`config.mk`:
```
export PLATFORM = sky130hd
export DESIGN_NAME = hazard_ctrl
export DESIGN_NICKNAME = d
export VERILOG_FILES = /design/src/rtl/hazard_pkg.sv /design/src/rtl/perf_counter.sv /design/src/rtl/hazard_ctrl.sv
export SDC_FILE = /design/constraint.sdc
export NUM_CORES = 1
export LEC_CHECK = 0
export ABC_CLOCK_PERIOD_IN_PS = 2200
export CAP_MARGIN = 25
export CORE_MARGIN = 2
export CORE_UTILIZATION = 44
export DETAILED_ROUTE_END_ITERATION = 10
export PLACE_DENSITY = 0.81
export SLEW_MARGIN = 30
export SYNTH_ARGS = -nofsm -noshare
export SYNTH_HDL_FRONTEND = slang
export SYNTH_HIERARCHICAL = 1
export SYNTH_SLANG_ARGS = --single-unit
```
`constraint.sdc`:
```
create_clock -name clk -period 2.2 [get_ports clk]
set_input_delay 0.22 -clock clk [delete_from_list [all_inputs] [get_ports clk]]
set_output_delay 0.22 -clock clk [all_outputs]
set_load 0.05 [all_outputs]
```
`src/rtl/hazard_pkg.sv`:
```
// Shared types for the pipeline hazard controller: FSM states, the per-cycle
// latch-control decision and a width helper for the memory wait counter.
package hazard_pkg;

  typedef enum logic [1:0] {
    RUN      = 2'd0,
    MEM_WAIT = 2'd1,
    FAULT    = 2'd2
  } state_t;

  typedef struct packed {
    logic fe_en;
    logic fe_clear;
    logic de_en;
    logic de_clear;
    logic exe_en;
  } decision_t;

  localparam decision_t DEC_NONE   = '{fe_en: 1'b1, fe_clear: 1'b0, de_en: 1'b1, de_clear: 1'b0, exe_en: 1'b1};
  localparam decision_t DEC_FREEZE = '{fe_en: 1'b0, fe_clear: 1'b0, de_en: 1'b0, de_clear: 1'b0, exe_en: 1'b0};
  localparam decision_t DEC_REDIR  = '{fe_en: 1'b1, fe_clear: 1'b1, de_en: 1'b1, de_clear: 1'b1, exe_en: 1'b1};
  localparam decision_t DEC_BUBBLE = '{fe_en: 1'b0, fe_clear: 1'b0, de_en: 1'b1, de_clear: 1'b1, exe_en: 1'b1};

  // Ceiling log2, floored at 1 so the wait counter always has at least one bit.
  function automatic int unsigned wcnt_width(input int unsigned timeout);
    int unsigned w;
    w = 0;
    while ((32'd1 << w) < timeout) w++;
    return (w == 0) ? 1 : w;
  endfunction

endpackage

```
`src/rtl/perf_counter.sv`:
```
// Free-running event counter with natural modulo-2^CNT_W wrap.
module perf_counter #(
  parameter int CNT_W = 32
) (
  input  logic             clk,
  input  logic             reset,
  input  logic             inc,
  output logic [CNT_W-1:0] count
);

  // NOTE: sequential state uses non-blocking assignments so every register
  // samples pre-edge values regardless of process evaluation order.
  always_ff @(posedge clk or posedge reset) begin
    if (reset) count <= '0;
    else if (inc) count <= count + 1'b1;
  end

endmodule

```
`src/rtl/hazard_ctrl.sv`:
```
// Pipeline hazard/sequencing controller: combinational stall/flush decisions
// from load-use, redirect and data-memory wait conditions, plus a timeout FSM.
module hazard_ctrl
  import hazard_pkg::*;
#(
  parameter int ADDR_W      = 5,
  parameter int CNT_W       = 32,
  parameter int MEM_TIMEOUT = 16
) (
  input  logic              clk,
  input  logic              reset,
  input  logic [ADDR_W-1:0] de_src0_i,
  input  logic [ADDR_W-1:0] de_src1_i,
  input  logic              de_has_imm_i,
  input  logic              exe_mem2rf_i,
  input  logic              exe_rf_we_i,
  input  logic [ADDR_W-1:0] exe_rf_waddr_i,
  input  logic              exe_redirect_i,
  input  logic              dmem_req_i,
  input  logic              dmem_ack_i,
  output logic              fe_en_o,
  output logic              fe_clear_o,
  output logic              de_en_o,
  output logic              de_clear_o,
  output logic              exe_en_o,
  output logic              fault_o,
  output logic [CNT_W-1:0]  stall_cnt_o,
  output logic [CNT_W-1:0]  flush_cnt_o
);

  localparam int unsigned WCNT_W = wcnt_width(MEM_TIMEOUT);
  localparam logic [WCNT_W-1:0] WCNT_LAST = WCNT_W'(MEM_TIMEOUT - 1);

  state_t            state_q, state_d;
  logic [WCNT_W-1:0] wcnt_q, wcnt_d;
  logic              fault_q;
  logic              lu, ms;
  decision_t         dec;
  logic              redirect_win;

  // A load into x0 never produces a value worth waiting for.
  assign lu = exe_mem2rf_i && exe_rf_we_i && (exe_rf_waddr_i != '0) &&
              ((exe_rf_waddr_i == de_src0_i) ||
               ((exe_rf_waddr_i == de_src1_i) && !de_has_imm_i));
  assign ms = dmem_req_i && !dmem_ack_i;

  always_ff @(posedge clk or posedge reset) begin
    if (reset) begin
      state_q <= RUN;
      wcnt_q  <= '0;
      fault_q <= 1'b0;
    end else begin
      state_q <= state_d;
      wcnt_q  <= wcnt_d;
      fault_q <= (state_d == FAULT);
    end
  end

  // NOTE: defaults first in every combinational block, so no path leaves a
  // signal unassigned and no latch is inferred.
  always_comb begin
    state_d = state_q;
    wcnt_d  = wcnt_q;
    unique case (state_q)
      RUN: begin
        if (ms) begin
          state_d = MEM_WAIT;
          wcnt_d  = WCNT_W'(1);
        end
      end
      MEM_WAIT: begin
        if (dmem_ack_i || !dmem_req_i) begin
          state_d = RUN;
          wcnt_d  = '0;
        end else if (wcnt_q == WCNT_LAST) begin
          state_d = FAULT;
        end else begin
          wcnt_d = wcnt_q + 1'b1;
        end
      end
      FAULT:   state_d = FAULT;
      default: state_d = RUN;
    endcase
  end

  // Held reset releases the datapath; otherwise fault > mem stall > redirect > load-use.
  always_comb begin
    dec          = DEC_NONE;
    redirect_win = 1'b0;
    if (reset) begin
      dec = DEC_NONE;
    end else if (state_q == FAULT) begin
      dec = DEC_FREEZE;
    end else if (ms) begin
      dec = DEC_FREEZE;
    end else if (exe_redirect_i) begin
      dec          = DEC_REDIR;
      redirect_win = 1'b1;
    end else if (lu) begin
      dec = DEC_BUBBLE;
    end
  end

  assign fe_en_o    = dec.fe_en;
  assign fe_clear_o = dec.fe_clear;
  assign de_en_o    = dec.de_en;
  assign de_clear_o = dec.de_clear;
  assign exe_en_o   = dec.exe_en;
  assign fault_o    = fault_q;

  perf_counter #(.CNT_W(CNT_W)) u_stall_cnt (
    .clk   (clk),
    .reset (reset),
    .inc   (!dec.fe_en),
    .count (stall_cnt_o)
  );

  perf_counter #(.CNT_W(CNT_W)) u_flush_cnt (
    .clk   (clk),
    .reset (reset),
    .inc   (redirect_win),
    .count (flush_cnt_o)
  );

endmodule

```
==> impl_metrics.env <==
export IMPL_ys_seq_elements=71
export IMPL_drive_above_1_share_pct=19.6
export IMPL_tightestPinTransition_ns=0.543
export IMPL_power_density_nw_per_um2=686
export IMPL_slew_limit_headroom_pct=63.7
export IMPL_worst_path_buf_inv=1
export IMPL_num_fill_cells=597
export IMPL_cts_buffer_depth=2
export IMPL_r2r_end="u_stall_cnt/count[27]"
export IMPL_drt_wl_total_um=8110
export IMPL_report_final_slew_viol_count=0
export IMPL_cp_cell_sequence="dlymetal6s2s_1, xnor2_1, nand4_1, o32a_1, o31ai_4, and4_4, nand3_4, nor4b_4, xor2_1"
export IMPL_final_util_pct=66.1
export IMPL_holdBufCountCts=0
export IMPL_die_area_um2=8870
export IMPL_fin_crit_sh_pct=97.9
export IMPL_swShare_pct=32.3
export IMPL_power_switching_mw=1.14
export IMPL_cp_start_kind="input port"
export IMPL_cts_htree_levels=3
export IMPL_port_buffers=92
export IMPL_wire_per_inst_um=14.8
export IMPL_status="finished clean"
export IMPL_initial_utilization_pct=45.8
export IMPL_dp_final_hpwl_um=5740
export IMPL_ir_drop_v=0.000796
export IMPL_reg2reg_depth=8
export IMPL_startpoint="de_src1_i[3]"
export IMPL_place_worst_setup_slack_ns=-0.633
export IMPL_setup_ws_ns=0.0466
export IMPL_chipWidth_um=94.2
export IMPL_vias=2806
export IMPL_final_cells=547
export IMPL_synthCells=317
export IMPL_synth_edf_count=0
export IMPL_end_kind="flop"
export IMPL_internal_power_mw=2.39
export IMPL_cts_sinks=71
export IMPL_cts_tree="yes"
export IMPL_max_stage_delay_ns=0.43
export IMPL_clock_power_share_pct=33.3
export IMPL_finalNetCount=466
export IMPL_gp_congestion=0.834
export IMPL_clk_latency_ns=0.33
export IMPL_n_antenna_cell=0
export IMPL_crit_arrival_ns=2.40
export IMPL_async_reset_ff_share_pct=100
export IMPL_ys_flop_type="dfrtp_1"
export IMPL_hold_viol_final=0
export IMPL_grt_pass1_wl_um=13500
export IMPL_r2r_start="state_q[0]"
export IMPL_seq_power_share_pct=43.4
export IMPL_clk_transition_reported_paths_ns=0.08
export IMPL_track_usage_pct=19.2
export IMPL_worst_clock_skew_ns=0.00740
export IMPL_synth_area_um2=3580
export IMPL_post_route_drc_count=0
export IMPL_worst_path_max_delay_cell="o32a_1"
export IMPL_combPwrFrac_pct=23.4
export IMPL_num_io_pins=93
export IMPL_crit_path_end="u_stall_cnt/count[27]"
export IMPL_fp_dieH_um=94.2
export IMPL_finalInstanceArea_um2=5160
export IMPL_grt_max_degree=33
export IMPL_antenna_found_initial=0
export IMPL_ys_seq_area_share_pct=49.6
export IMPL_cts_buffers_inserted=9
export IMPL_place_area_um2=4800
export IMPL_path_delay_family="simple AND/OR/NAND/NOR gates"
export IMPL_root_buffer="clkbuf_8"
export IMPL_grt_ovfl_total=0
export IMPL_syn_nets=343
export IMPL_timing_final_crit_period_ns=2.15
export IMPL_synth_warnings=6
export IMPL_syn_avg_cell_area_um2=11.3
export IMPL_crit_fanout=7
export IMPL_synth_distinct_cells=42
export IMPL_first_pass_iters=4
export IMPL_worst_setup_path_type="in2reg"
export IMPL_rows=32
export IMPL_maxCapViolCount=0
export IMPL_area_growth_pct=44.1
export IMPL_critPathRequiredTime_ns=2.45
export IMPL_ant_nets=0
export IMPL_critical_path_depth=9
export IMPL_first_global_vias=2813
export IMPL_r2r_slack_ns=0.13
export IMPL_setup_viol=0
export IMPL_hold_path_class="in2async"
export IMPL_fp_coreArea_um2=7810
export IMPL_max_freq_mhz=464
export IMPL_avgViaCountPerCell=5.13
export IMPL_leakage_nw=2.48
export IMPL_dpl_cell_count=527
export IMPL_drtIter0Drc=74
[layer usage]
layer	wire length, um	part of all wire (%)	global-route usage (%)
met5	0	0	0
met4	97	1.2	6.64
met3	283	3.5	3.29
met2	4150	51	32.4
met1	3570	44	24.7
[cells in the mapped netlist, types with 3 or more instances]
master / number / area [um^2]
nor2b_1: 3 / 18.8
xnor2_1: 35 / 307
nor3_1: 15 / 75.1
nor4_1: 6 / 37.5
inv_1: 10 / 37.5
a21oi_1: 4 / 20.0
ha_1: 3 / 37.5
o31ai_1: 4 / 30.0
xor2_1: 37 / 324
and2_1: 4 / 25.0
nand3_1: 20 / 100
o21ai_0: 3 / 15.0
nand2_1: 26 / 97.6
nand4_1: 10 / 62.6
nor4_4: 4 / 85.1
and4_4: 4 / 45.0
and3_1: 9 / 56.3
nor2_1: 8 / 30.0
and4_1: 7 / 61.3
dfrtp_1: 71 / 1780
nand2b_1: 3 / 18.8
[kinds of logic (layout without fill, tap and decap cells)]
kind of cell               after synthesis  count (layout)  synth area share, %
DFF                                     71              71                 49.6
buffers and inverters                   17             145                 2.38
adders and majority gates                3               3                 1.05
muxes                                    3               3                0.909
and+or+nand+nor                        134             134                 25.0
xor gates and xnor gates                72              72                 17.6
AOI/OAI and AO/OA                       17              17                 3.39
[flip-flops by register name (all words and copies together), names as in the netlist]
name	flops
fault_o	1
state_q	2
wcnt_q	4
u_stall_cnt/count	32
u_flush_cnt/count	32
[tightest hold or removal path, cell delays in order]
cell and delay [ns]:
clkdlybuf4s50_1 0.42, inv_1 0.11, buf_4 0.12, buf_4 0.15
[what timing repair did]
action / 4_1_cts / 5_1_grt
endpoints found under the setup margin: 26 / 20
resized for setup: 16 / 27
pin swaps: 10 / 15
setup buffers: 1 / 3
[layout make-up]
class	instances	area (um^2)	area share (%)
multi-input cells	229	1840	35.7
flip-flops and latches	71	1780	34.4
repair buffers	119	1140	22.1
clock buffers	10	138	2.67
well taps	102	128	2.47
clock inverters	6	92.6	1.79
inverters	10	41.3	0.800
[power groups by stage]
| stage | Sequential, mW | Clock [mW] | Combinational, mW |
|---|---|---|---|
| CTS | 1.53 | 1.21 | 0.825 |
| global placement | 1.55 | 0 | 0.808 |
| floorplan | 1.84 | 0 | 0.199 |
| finish | 1.53 | 1.18 | 0.827 |
| detailed placement | 1.55 | 0 | 0.819 |
| global route | 1.56 | 1.27 | 0.866 |
[worst min path at each step]
stage | from | to | slack (ns) | cells after the start
after global routing | reset | wcnt_q[2] | 0.37 | 4
final | reset | fault_o | 0.35 | 4
after detailed placement | u_flush_cnt/count[31] | u_flush_cnt/count[31] | 0.46 | 1
after global placement | u_flush_cnt/count[31] | u_flush_cnt/count[31] | 0.46 | 1
after floorplan | reset | fault_o | 0.05 | 1
after CTS | reset | fault_o | 0.34 | 4
[cells in the final DEF, fill, tap and decap left out, types with 4 or more instances in the layout]
cell and n:
and3_1 8, a21oi_1 4, nand3_1 20, and4_4 5, clkbuf_2 6, nor4_4 7
nor3_1 15, clkbuf_8 10, nor2_1 8, nand4_1 10, buf_4 29, dfrtp_1 71
clkdlybuf4s50_1 72, and2_1 4, xor2_1 37, nand2_1 26, inv_1 9, dlymetal6s2s_1 9
and4_1 7, xnor2_1 34
[metrics by stage]
step                hold WS, ns  setup TNS (ns)  total power [mW]
detailed placement        0.458          -13.45              2.37
floorplan                0.0469         -0.0663              2.04
finish                    0.353               0              3.54
CTS                       0.344               0              3.57
global route              0.375          -0.228              3.69
global placement          0.457          -11.36              2.36
No activity file was read; power rests on OpenSTA's default activity.
